`config.mk`:
```
export PLATFORM = sky130hd
export DESIGN_NAME = fpu_seq_unit_flat
export DESIGN_NICKNAME = d
export VERILOG_FILES = /design/src/rtl/fpu_seq_unit_if.sv /design/src/rtl/fpu_seq_unit.sv /design/src/flat_wrapper.sv
export SDC_FILE = /design/constraint.sdc
export NUM_CORES = 1
export LEC_CHECK = 0
export BUFFER_PORTS_ARGS = -buffer_cell sky130_fd_sc_hd__buf_4
export CAP_MARGIN = 20
export CORE_MARGIN = 2
export CORE_UTILIZATION = 58
export DETAILED_ROUTE_END_ITERATION = 16
export PLACE_DENSITY_LB_ADDON = 0.2
export SYNTH_ARGS = -nofsm -noshare
export SYNTH_HDL_FRONTEND = slang
export SYNTH_SLANG_ARGS = --single-unit
```
`constraint.sdc`:
```
create_clock -name Clk -period 2.9 [get_ports Clk]
set_input_delay 0 -clock Clk [delete_from_list [all_inputs] [get_ports Clk]]
set_output_delay 0 -clock Clk [all_outputs]
set_load 0.005 [all_outputs]
```
`src/rtl/fpu_seq_unit_if.sv`:
```
// Request/response bundle for fpu_seq_unit: operation issue side and result
// delivery side, each with its own valid/ready handshake.
interface fpu_seq_unit_if #(
   parameter int EXP_W = 8,
   parameter int MAN_W = 23
);
   localparam int W = 1 + EXP_W + MAN_W;

   logic         flush_i;
   logic         in_valid_i;
   logic         in_ready_o;
   logic [5:0]   op_i;
   logic [W-1:0] opa_i;
   logic [W-1:0] opb_i;
   logic         out_valid_o;
   logic         out_ready_i;
   logic [W-1:0] result_o;
   logic         invalid_o;
   logic         illegal_o;
   logic         busy_o;

   modport slave (
      input  flush_i, in_valid_i, op_i, opa_i, opb_i, out_ready_i,
      output in_ready_o, out_valid_o, result_o, invalid_o, illegal_o, busy_o
   );

   modport master (
      output flush_i, in_valid_i, op_i, opa_i, opb_i, out_ready_i,
      input  in_ready_o, out_valid_o, result_o, invalid_o, illegal_o, busy_o
   );
endinterface

```
`src/rtl/fpu_seq_unit.sv`:
```
// Sign/compare/min-max FP unit: fixed-latency valid-tagged pipeline feeding an
// in-order result FIFO, with credit-based input flow control and flush.
module fpu_seq_unit #(
   parameter int EXP_W   = 8,
   parameter int MAN_W   = 23,
   parameter int LATENCY = 2,
   parameter int DEPTH   = 4
) (
   input logic           Clk,
   input logic           Reset,
   fpu_seq_unit_if.slave bus
);
   localparam int W  = 1 + EXP_W + MAN_W;
   localparam int AW = $clog2(DEPTH);
   localparam int CW = $clog2(DEPTH + 1);
   localparam logic [CW-1:0] DEPTH_C = CW'(DEPTH);

   localparam logic [5:0] OP_FLT  = 6'b011001;
   localparam logic [5:0] OP_FABS = 6'b011010;
   localparam logic [5:0] OP_FEQ  = 6'b011011;
   localparam logic [5:0] OP_FMIN = 6'b011100;
   localparam logic [5:0] OP_FMAX = 6'b011101;
   localparam logic [5:0] OP_FNEG = 6'b011110;
   localparam logic [5:0] OP_FLE  = 6'b011111;

   localparam logic [W-1:0] CANON_NAN = {1'b0, {EXP_W{1'b1}}, 1'b1, {(MAN_W-1){1'b0}}};

   typedef struct packed {
      logic [W-1:0] res;
      logic         invalid;
      logic         illegal;
   } entry_t;

   logic             flush;
   logic [W-1:0]     opa;
   logic [W-1:0]     opb;
   logic             sign_a;
   logic             sign_b;
   logic [EXP_W-1:0] exp_a;
   logic [EXP_W-1:0] exp_b;
   logic [MAN_W-1:0] man_a;
   logic [MAN_W-1:0] man_b;
   logic [W-2:0]     mag_a;
   logic [W-2:0]     mag_b;
   logic             nan_a;
   logic             nan_b;
   logic             zeros;
   logic             lt;
   logic             eq;
   entry_t           new_e;

   logic             in_ready;
   logic             out_valid;
   logic             accept;
   logic             pop;
   logic             wr_en;
   entry_t           wr_e;

   logic [AW-1:0]    wr_ptr;
   logic [AW-1:0]    rd_ptr;
   logic [CW-1:0]    count;
   logic [CW-1:0]    used;
   entry_t           mem [DEPTH];
   entry_t           head;

   assign flush  = bus.flush_i;
   assign opa    = bus.opa_i;
   assign opb    = bus.opb_i;
   assign sign_a = opa[W-1];
   assign sign_b = opb[W-1];
   assign exp_a  = opa[W-2:MAN_W];
   assign exp_b  = opb[W-2:MAN_W];
   assign man_a  = opa[MAN_W-1:0];
   assign man_b  = opb[MAN_W-1:0];
   assign mag_a  = opa[W-2:0];
   assign mag_b  = opb[W-2:0];
   assign nan_a  = (&exp_a) & (|man_a);
   assign nan_b  = (&exp_b) & (|man_b);
   assign zeros  = ~(|mag_a) & ~(|mag_b);

   // Ordering ignores NaN; callers screen NaN operands first.
   always_comb begin
      eq = (opa == opb) | zeros;
      lt = 1'b0;
      if (sign_a != sign_b)
         lt = sign_a & ~zeros;
      else if (sign_a)
         lt = mag_a > mag_b;
      else
         lt = mag_a < mag_b;
   end

   always_comb begin
      new_e = '0;
      case (bus.op_i)
         OP_FABS: new_e.res = {1'b0, mag_a};
         OP_FNEG: new_e.res = {~sign_a, mag_a};
         OP_FLT, OP_FEQ, OP_FLE: begin
            if (nan_a | nan_b)
               new_e.invalid = 1'b1;
            else if (bus.op_i == OP_FLT)
               new_e.res = {{(W-1){1'b0}}, lt};
            else if (bus.op_i == OP_FEQ)
               new_e.res = {{(W-1){1'b0}}, eq};
            else
               new_e.res = {{(W-1){1'b0}}, lt | eq};
         end
         OP_FMIN, OP_FMAX: begin
            if (nan_a & nan_b)
               new_e.res = CANON_NAN;
            else if (nan_a)
               new_e.res = opb;
            else if (nan_b)
               new_e.res = opa;
            else if (zeros)
               // signed zeros compare equal, so pick by sign bit
               new_e.res = ((bus.op_i == OP_FMIN) == sign_a) ? opa : opb;
            else
               new_e.res = ((bus.op_i == OP_FMIN) == lt) ? opa : opb;
         end
         default: new_e.illegal = 1'b1;
      endcase
   end

   assign in_ready  = Reset & (used < DEPTH_C);
   assign out_valid = (count != '0);
   assign accept    = bus.in_valid_i & in_ready & ~flush;
   assign pop       = out_valid & bus.out_ready_i & ~flush;

   // The FIFO write is the final latency stage, so only LATENCY-1 registers precede it.
   if (LATENCY == 1) begin : g_direct
      assign wr_en = accept;
      assign wr_e  = new_e;
   end else begin : g_pipe
      logic [LATENCY-2:0] vld;
      entry_t             dat [LATENCY-1];

      always_ff @(posedge Clk or negedge Reset) begin
         if (!Reset) begin
            vld <= '0;
         end else if (flush) begin
            vld <= '0;
         end else begin
            vld[0] <= accept;
            for (int unsigned i = 1; i < LATENCY - 1; i++)
               vld[i] <= vld[i-1];
         end
      end

      always_ff @(posedge Clk) begin
         dat[0] <= new_e;
         for (int unsigned i = 1; i < LATENCY - 1; i++)
            dat[i] <= dat[i-1];
      end

      assign wr_en = vld[LATENCY-2];
      assign wr_e  = dat[LATENCY-2];
   end

   // used counts every slot held (in flight plus queued) and gates acceptance.
   always_ff @(posedge Clk or negedge Reset) begin
      if (!Reset) begin
         wr_ptr <= '0;
         rd_ptr <= '0;
         count  <= '0;
         used   <= '0;
      end else if (flush) begin
         wr_ptr <= '0;
         rd_ptr <= '0;
         count  <= '0;
         used   <= '0;
      end else begin
         if (wr_en)
            wr_ptr <= wr_ptr + AW'(1);
         if (pop)
            rd_ptr <= rd_ptr + AW'(1);
         count <= count + CW'(wr_en) - CW'(pop);
         used  <= used + CW'(accept) - CW'(pop);
      end
   end

   always_ff @(posedge Clk) begin
      if (wr_en)
         mem[wr_ptr] <= wr_e;
   end

   assign head = mem[rd_ptr];

   assign bus.in_ready_o  = in_ready;
   assign bus.out_valid_o = out_valid;
   assign bus.result_o    = out_valid ? head.res : '0;
   assign bus.invalid_o   = out_valid & head.invalid;
   assign bus.illegal_o   = out_valid & head.illegal;
   assign bus.busy_o      = (used != '0);
endmodule

```
`src/flat_wrapper.sv`:
```
// flat-port wrapper written by rule: the top's interface ports become plain ports
module fpu_seq_unit_flat 
#(
   parameter int EXP_W   = 8,
   parameter int MAN_W   = 23,
   parameter int LATENCY = 2,
   parameter int DEPTH   = 4
)
  (Clk, Reset, bus_flush_i, bus_in_valid_i, bus_op_i, bus_opa_i, bus_opb_i, bus_out_ready_i, bus_in_ready_o, bus_out_valid_o, bus_result_o, bus_invalid_o, bus_illegal_o, bus_busy_o);
  fpu_seq_unit_if #(.EXP_W(EXP_W), .MAN_W(MAN_W)) bus_i ();
  input logic Clk;
  input logic Reset;
  input wire logic [$bits(bus_i.flush_i)-1:0] bus_flush_i;
  input wire logic [$bits(bus_i.in_valid_i)-1:0] bus_in_valid_i;
  input wire logic [$bits(bus_i.op_i)-1:0] bus_op_i;
  input wire logic [$bits(bus_i.opa_i)-1:0] bus_opa_i;
  input wire logic [$bits(bus_i.opb_i)-1:0] bus_opb_i;
  input wire logic [$bits(bus_i.out_ready_i)-1:0] bus_out_ready_i;
  output wire logic [$bits(bus_i.in_ready_o)-1:0] bus_in_ready_o;
  output wire logic [$bits(bus_i.out_valid_o)-1:0] bus_out_valid_o;
  output wire logic [$bits(bus_i.result_o)-1:0] bus_result_o;
  output wire logic [$bits(bus_i.invalid_o)-1:0] bus_invalid_o;
  output wire logic [$bits(bus_i.illegal_o)-1:0] bus_illegal_o;
  output wire logic [$bits(bus_i.busy_o)-1:0] bus_busy_o;
  assign bus_i.flush_i = bus_flush_i;
  assign bus_i.in_valid_i = bus_in_valid_i;
  assign bus_i.op_i = bus_op_i;
  assign bus_i.opa_i = bus_opa_i;
  assign bus_i.opb_i = bus_opb_i;
  assign bus_i.out_ready_i = bus_out_ready_i;
  assign bus_in_ready_o = bus_i.in_ready_o;
  assign bus_out_valid_o = bus_i.out_valid_o;
  assign bus_result_o = bus_i.result_o;
  assign bus_invalid_o = bus_i.invalid_o;
  assign bus_illegal_o = bus_i.illegal_o;
  assign bus_busy_o = bus_i.busy_o;
  fpu_seq_unit #(.EXP_W(EXP_W), .MAN_W(MAN_W), .LATENCY(LATENCY), .DEPTH(DEPTH)) u_core (.Clk(Clk), .Reset(Reset), .bus(bus_i));
endmodule
```
==> results list, run 1 <==
* Outcome: finished clean
- Setup repair after global routing left no endpoint under its margin.
* Critical path launch point: bus_opb_i[2]
- For this block, the via count after detailed routing is 6584.
- The setup path with the least slack is of type in -> reg.
- The final critical path takes up 97.60% of the cycle.
* Max VDD drop: 0.0004090 V
- Start point of the worst hold path: bus_opb_i[24]
* Worst-skew pair later-pin latency: 430 ps
* Total power density per cell area: 621.5 mW/mm^2
* Fraction of layout cells with a size suffix above 1: 24.61%
- H-tree Lvls: 4
- Wires add up to 22620 um.
- STA puts the critical path data required time at 3210 ps.
- Walking the worst path, the cells encountered are dlygate4sd3_1 > buf_4 > inv_1 > ha_1 > a21oi_1 > a21oi_1 > o31a_1 > o41ai_4 > a32o_2 > nor2_4 > xnor2_4 > buf_6 > mux2i_4 > o21ai_1.
* Number of antenna violations at the first check in global routing: 0
* Number of buffers added on ports: 111
- YS warnings: 0
* Ys async rst share: 6.077%
- The worst hold path passes through 3 cells.
- Number of nets in the synthesized netlist: 812
- Prior to clock tree synthesis, the placed netlist has a worst setup slack of 141.5 ps.
- In this run the standard cell core region covers 0.01509 mm^2.
* Relative max-transition margin: 30.07%
- Worst hold path endpoint: u_core.g_pipe.dat[0][26]
* Register bit count reported by yosys: 181
* Distinct cell type count of the synthesized netlist: 57
- Antenna fix cells: 0
- R2r setup slk: 680 ps
* CTS Sinks: 181
- Maximum clock insertion buffer count: 2
- Num CTS Buffers: 17
- Sequential cells were found to cover 56.86% of the synthesized design area.
* Hold violation total from the final report: 0
- Root Buffer: clkbuf_16
* Buffers plus inverters on the worst setup path: 4
- Measured along the x axis, the die boundary spans 127.6 um.
- Number of failing setup endpoints in the final timing report: 0
- For this design, the slowest cell found on the critical path is dlygate4sd3_1.
- Post-synthesis average cell area: 12.73 um^2
- For the pin with the worst max-slew slack, the measured transition is 1046 ps.
- Relative to the synthesized area, the layout overhead comes to 27.84%.
* Total half-perimeter wirelength after legalization and detailed placement: 14430 um
- STA classifies the critical path endpoint as a flip-flop.
* Leak pwr: 0.004518 uW
- The number of global-route vias before repair is 6616.
- Synthesis handed over a netlist of 696 instances.
- Worst Hold Class: in -> reg
- For this block, the initial DRC count from the detailed router was 594.
* Height of the die: 127.6 um
- TritonCTS built the clock tree.
- Most common cell on crit path: a21oi_1
* Post-Route Utilization: 75.09%
- Endpoint arrival time on the critical path: 3140 ps
- For this run the aggregate overflow at the end of global routing stands at 0.
- The count of nets left with antenna violations once routing finished came out at 0.
* Final WS setup: 69.67 ps
- Setup Total Neg Slack: 0 ps
- Achievable Freq: 0.3533 GHz
- Using the TritonRoute via totals, the vias-per-cell ratio works out to 6.085.
* Critical path's top delay family: compound AO/OA/AOI/OAI gates
- Core Rows: 45
- For this configuration, the core starts out at a cell density of 58.74%.
* Routability congestion estimate from global placement: 0.9091
* Final worst clock skew: 16.01 ps
- Final worst path period need: 2830 ps
- CTS clk-pin slew, worst paths: 70 ps
- The startpoint identified for the worst register-to-register timing path is u_core.count[1].
- The max-slew violation count was 0.
- Largest net degree at the start of global routing: 46
* Post-synth top flop: edfxtp_1
- Length of the first detailed-routing pass in iterations: 6
- Delay of the slowest cell on the worst path: 540 ps
- In this run the critical register-to-register path is captured at u_core.count[2].
- Counting flops with a built-in enable in the synthesized netlist gives 136.
- In this run the worst path has a maximum fanout of 8.
- Die Area: 0.01629 mm^2
* Category of the worst setup path launch point: input port
- The tool flagged a number of max-cap violations equal to 0.
- The first global-routing pass estimated 34820 um of wire.
- The mapped netlist covers 0.008864 mm^2.
* Total global routing track utilization: 28.20%
* Ports: 112
- In the routed design, unresolved DRC markers number 0.
- For the worst flop-to-flop path, the logic depth is 9.
- Dividing the detail-routed wire length by the instance count gives 20.91 um.
* Post-layout nets: 997
stage by stage:
stage	area, um^2	cells	total power (uW)	hold WS (ps)
2_1_floorplan	8864	696	4003	-295.6
5_1_grt	11330	1082	7354	28.25
4_1_cts	11160	1077	7060	1.925
3_3_place_gp	9952	980	4795	-158.5
6_report	11330	1082	7042	26.25
3_5_place_dp	9952	980	4837	-154.8
worst max-delay path by stage:
| stage | to | slack (ps) | cells after the start |
|---|---|---|---|
| global placement | u_core.g_pipe.dat[0][3] | 180 | 13 |
| CTS | u_core.g_pipe.dat[0][22] | 30 | 14 |
| detailed placement | u_core.g_pipe.dat[0][23] | 140 | 13 |
| global route | u_core.g_pipe.dat[0][22] | 0.4 | 14 |
| floorplan | u_core.g_pipe.dat[0][11] | 510 | 12 |
| finish | u_core.g_pipe.dat[0][22] | 70 | 14 |
power breakdown:
group          switching (uW)  leakage (uW)  total, uW  internal [uW]
logic                     852       0.00257       1930           1080
clock network            1030      0.000279       2170           1140
registers                88.1       0.00167       2940           2860
area by class of cell:
cell class	instances	area, um^2
flip-flops and latches	181	5041
fillers	951	3759
multi-input cells	437	3595
repair buffers	201	1740
clock buffers	17	425.4
well taps	188	235.2
inverters	43	161.4
clock inverters	15	132.6
synth_stat cells, types with 3 or more instances:
library cell | n | area (um^2)
o21ai_0 | 33 | 165.2
a22oi_1 | 20 | 150.1
a21o_1 | 3 | 22.52
mux2i_1 | 23 | 230.2
edfxtp_1 | 136 | 4084
a211oi_1 | 3 | 22.52
ha_1 | 39 | 488.0
nor2b_1 | 6 | 37.54
nor3_1 | 9 | 45.04
mux4_2 | 34 | 765.7
nor2_1 | 24 | 90.09
dfrtp_1 | 11 | 275.3
and3_1 | 3 | 18.77
nand2_1 | 55 | 206.5
buf_1 | 4 | 15.01
nand3_1 | 10 | 50.05
clkbuf_1 | 29 | 108.9
xnor2_1 | 6 | 52.55
o21ai_1 | 17 | 85.08
or3_1 | 5 | 31.28
dfxtp_1 | 34 | 680.7
and2_1 | 43 | 269.0
nor4_1 | 14 | 87.58
a21oi_1 | 35 | 175.2
nand4_1 | 11 | 68.82
xor2_1 | 3 | 26.28
a22o_1 | 7 | 61.31
inv_1 | 43 | 161.4
cells in the final DEF (no fill, tap or decap), types with 9 or more instances in the layout:
master / netlist / layout
a21oi_1: 35 / 35
a22oi_1: 20 / 20
and2_1: 43 / 42
buf_4: 0 / 126
buf_6: 1 / 9
clkbuf_16: 0 / 17
dfrtp_1: 11 / 10
dfxtp_1: 34 / 34
dlygate4sd3_1: 0 / 56
dlymetal6s4s_1: 0 / 9
edfxtp_1: 136 / 136
ha_1: 39 / 35
inv_1: 43 / 43
mux2i_1: 23 / 22
mux4_2: 34 / 34
nand2_1: 55 / 55
nand3_1: 10 / 10
nand4_1: 11 / 11
nor2_1: 24 / 24
nor3_1: 9 / 9
nor4_1: 14 / 14
o21ai_0: 33 / 31
o21ai_1: 17 / 19
kinds of logic (layout without fill, tap and decap cells):
logic type | after synthesis | in the layout | share of synthesized area [%]
buffers and inverters | 78 | 276 | 3.515
muxes | 57 | 57 | 11.24
xor gates and xnor gates | 10 | 10 | 1.200
DFF | 181 | 181 | 56.86
adders and majority gates | 41 | 41 | 5.957
and+or+nand+nor | 190 | 190 | 11.31
AOI/OAI and AO/OA | 139 | 139 | 9.924
timing repair:
item	4_1_cts	5_1_grt
hold endpoints to repair	54	0
resized for setup	0	29
setup buffers	0	7
endpoints found under the setup margin	0	26
hold buffers	65	0
tightest hold or removal path: cells and delay by family:
| kind | cells | cell delay, ps |
|---|---|---|
| simple gates | 1 | 150 |
| buf+inv | 1 | 120 |
| compound gates | 1 | 140 |
registers in the layout, indices dropped and copies added (netlist names):
name,cells
u_core.g_pipe.vld,1
u_core.used,3
u_core.wr_ptr,2
u_core.count,3
u_core.rd_ptr,2
u_core.g_pipe.dat,34
u_core.mem,136
metal layers:
metal  track usage (%)  vias up  share of wire (%)
met4             10.28        0                2.2
met5                 0        -                  0
met1             37.97     3202                 41
met2             45.80      347                 49
met3             5.988       42                7.9
li1                  -     2993                  -
No activity file was read; power rests on OpenSTA's default activity.
==> run 2, diff against run 1 <==
CORE_UTILIZATION = 33   (was 58)
==> run 2 against run 1 <==
- critical path depth unchanged
- highest routed layer unchanged
- first-iteration DRC count decreased by 13%
- critical endpoint is now u_core.g_pipe.dat[0][9]
- largest power group unchanged
- wire length increased by 1.2%
- sequential cell count unchanged
- non-clock buffer count increased by 6
- global-route usage decreased by 12 points
- core utilization decreased by 31 points
- die area increased by 73%
==> results list, run 2 (synthesized netlist as in run 1, its figures left out) <==
- Clock tree from TritonCTS: built
- Final hold analysis gives a worst-case slack of 27.07 ps.
- Maximum clock insertion buffer count: 2
- From synthesis to final layout, the design area changed by 31.18%.
- The count of final hold-check violations came to 0.
- Number of antenna violations at the first check in global routing: 0
- Fraction of layout cells with a size suffix above 1: 25.31%
- Type of the setup path with the least slack: in -> reg
- Grt peak-use layer: met2
- After clock tree synthesis, the clock-pin slew on the worst setup and hold paths is 70 ps.
* Max FFs per register: 136
- The worst pin sits at a relative slew slack of 58.71%.
- Registers with the most flip-flops: u_core.mem x136, u_core.g_pipe.dat x34
- For this design the top-level I/O count stands at 112.
* Reg-to-Reg End: u_core.count[2]
* Critical path data required time: 3220 ps
- Global routing met1 resource utilization: 23.13%
- Global Route met2 Usage: 26.37%
- Setup repair after global routing left no endpoint under its margin.
- Wire length of the first global-routing pass: 35680 um
* Commonest non-fill, non-tap cell in the layout: edfxtp_1
- Endpoint arrival time on the critical path: 3130 ps
* Category of the worst setup path launch point: input port
- In this run the worst path has a maximum fanout of 6.
- Timing would allow up to 0.3561 GHz.
- Final worst clock skew: 13.53 ps
- Count of filler cells inserted in the layout: 2377
- Across the run, the number of max-cap violations was 0.
- The die covers 0.02819 mm^2.
- Post-route fraction of the period consumed by the critical path: 96.83%
- Antenna fix cells: 0
- Worst reg2reg path depth: 9
- H-tree Lvls: 4
- Commonest non-fill, non-tap cells in the layout: edfxtp_1, buf_4, dlygate4sd3_1
- At the end of routability-driven placement, the weighted congestion stood at 0.8165.
* Antenna viol nets, final: 0
- Total global routing overflow: 0
* Detailed-route via count: 6219
- The initial utilization of the core area, before any placement, comes to 33.82%.
- Core footprint: 0.02621 mm^2
- Clock tree synthesis found a total of 181 sinks.
* Die W: 167.9 um
- Setup violations remaining at the end of the flow were counted as 0.
- Final max-slew violation count: 0
- Number of design rule violations left after detail routing: 0
- Setup total negative slack on the finished layout was measured at 0 ps.
- Largest net degree at the start of global routing: 37
* Total half-perimeter wirelength after legalization and detailed placement: 15760 um
* Total area of multi-input combinational cells: 0.003631 mm^2
* Register cell area after layout: 0.005041 mm^2
- Worst-Margin Slew: 617.0 ps
* Worst hold path endpoint: u_core.g_pipe.dat[0][26]
- Core Rows: 59
- Worst r2r src: u_core.count[1]
- CP Capture Type: flip-flop
* Num CTS Buffers: 17
- Routed Wire Length: 22900 um
- Final worst path period need: 2808 ps
- Leak pwr: 0.004543 uW
- The first TritonRoute pass finished after 5 iterations.
- The run finished with clean final reports.
* Height of the die: 167.9 um
- Initial DRC Count: 514
* Worst hold path depth: 3
* Number of buffers added on ports: 111
- The cell sitting at the root of the clock tree is a clkbuf_16.
* Total global routing track utilization: 16.44%
- Vias in the first global route: 6261
* Post-layout nets: 1004
- The worst-case IR drop observed on VDD is 0.0003468 V.
* Start point of the worst hold path: bus_opb_i[24]
* R2r setup slk: 730 ps
* Met3 Usage GRT: 2.985%
- Register with the most flip-flops: u_core.mem
- Total power density per cell area: 602.8 mW/mm^2
- After detailed routing, the number of vias per cell comes to 5.032.
- The min-delay analysis places its worst path in the category in -> reg.
- Worst-skew pair later-pin latency: 430 ps
* Routed WL per cell: 18.53 um
==> run 2: cell count changes in the layout (fill, tap and decap cells not counted), moves of 2 or more <==
cell	previous run	this run
inv_6	7	2
dlygate4sd3_1	56	60
clkinvlp_4	0	2
clkinv_4	2	5
clkbuf_16	17	19
buf_4	126	128
inv_8	4	1
buf_6	9	7
xnor2_2	0	2
==> run 2: area by class of cell <==
cell class	instances	area share (%)
clock buffers	19	3.809
clock inverters	13	0.8716
inverters	43	1.388
multi-input cells	438	31.23
flip-flops and latches	181	43.36
well taps	335	3.605
repair buffers	207	15.74
==> run 2: worst max-delay path by stage <==
stage / start / slack, ps / endpoint / depth (start not counted)
6_report: bus_opb_i[5] / 90 / u_core.g_pipe.dat[0][9] / 14
5_1_grt: bus_opb_i[5] / 6 / u_core.g_pipe.dat[0][9] / 14
4_1_cts: bus_opb_i[13] / 70 / u_core.g_pipe.dat[0][29] / 13
3_5_place_dp: bus_opb_i[12] / 220 / u_core.g_pipe.dat[0][29] / 12
3_3_place_gp: bus_opb_i[4] / 250 / u_core.g_pipe.dat[0][9] / 13
2_1_floorplan: bus_opb_i[4] / 510 / u_core.g_pipe.dat[0][11] / 12
==> run 2: power by group <==
| group | switching [uW] | internal [uW] |
|---|---|---|
| clock | 993 | 1130 |
| combinational | 825 | 1110 |
| sequential | 93.7 | 2860 |
| total | 1910 | 5100 |
==> run 2: layer usage <==
layer | vias up | wire [um]
li1 | 2997 | -
met1 | 3086 | 11000
met2 | 130 | 10990
met3 | 6 | 758
met4 | 0 | 149
met5 | - | 0
==> run 2: through the flow <==
stage | area (um^2) | instances | total power (uW) | utilization, % | worst slack, ps
after detailed placement | 10150 | 1127 | 4857 | 38.73 | 219.5
after CTS | 11370 | 1227 | 7065 | 43.40 | 69.12
after global placement | 10150 | 1127 | 4845 | 38.73 | 254.0
after floorplan | 8864 | 696 | 4003 | - | 509.9
final | 11630 | 1236 | 7009 | 44.37 | 92.01
after global routing | 11630 | 1236 | 7402 | 44.37 | 6.024
==> run 2: what timing repair did <==
item,CTS,global route
setup buffers,0,6
gates resized for setup,0,29
hold buffers,68,0
hold endpoints to repair,55,0
setup endpoints to repair,0,27
==> run 2: worst max-delay path, cell delays in order <==
cell	delay (ps)
dlygate4sd3_1	520
buf_4	130
inv_1	40
ha_1	300
o21ai_1	140
nor2_1	60
o31a_1	340
o41ai_4	400
a32o_2	250
nor2_4	80
xnor2_4	320
clkbuf_16	250
mux2i_1	70
a22o_1	230
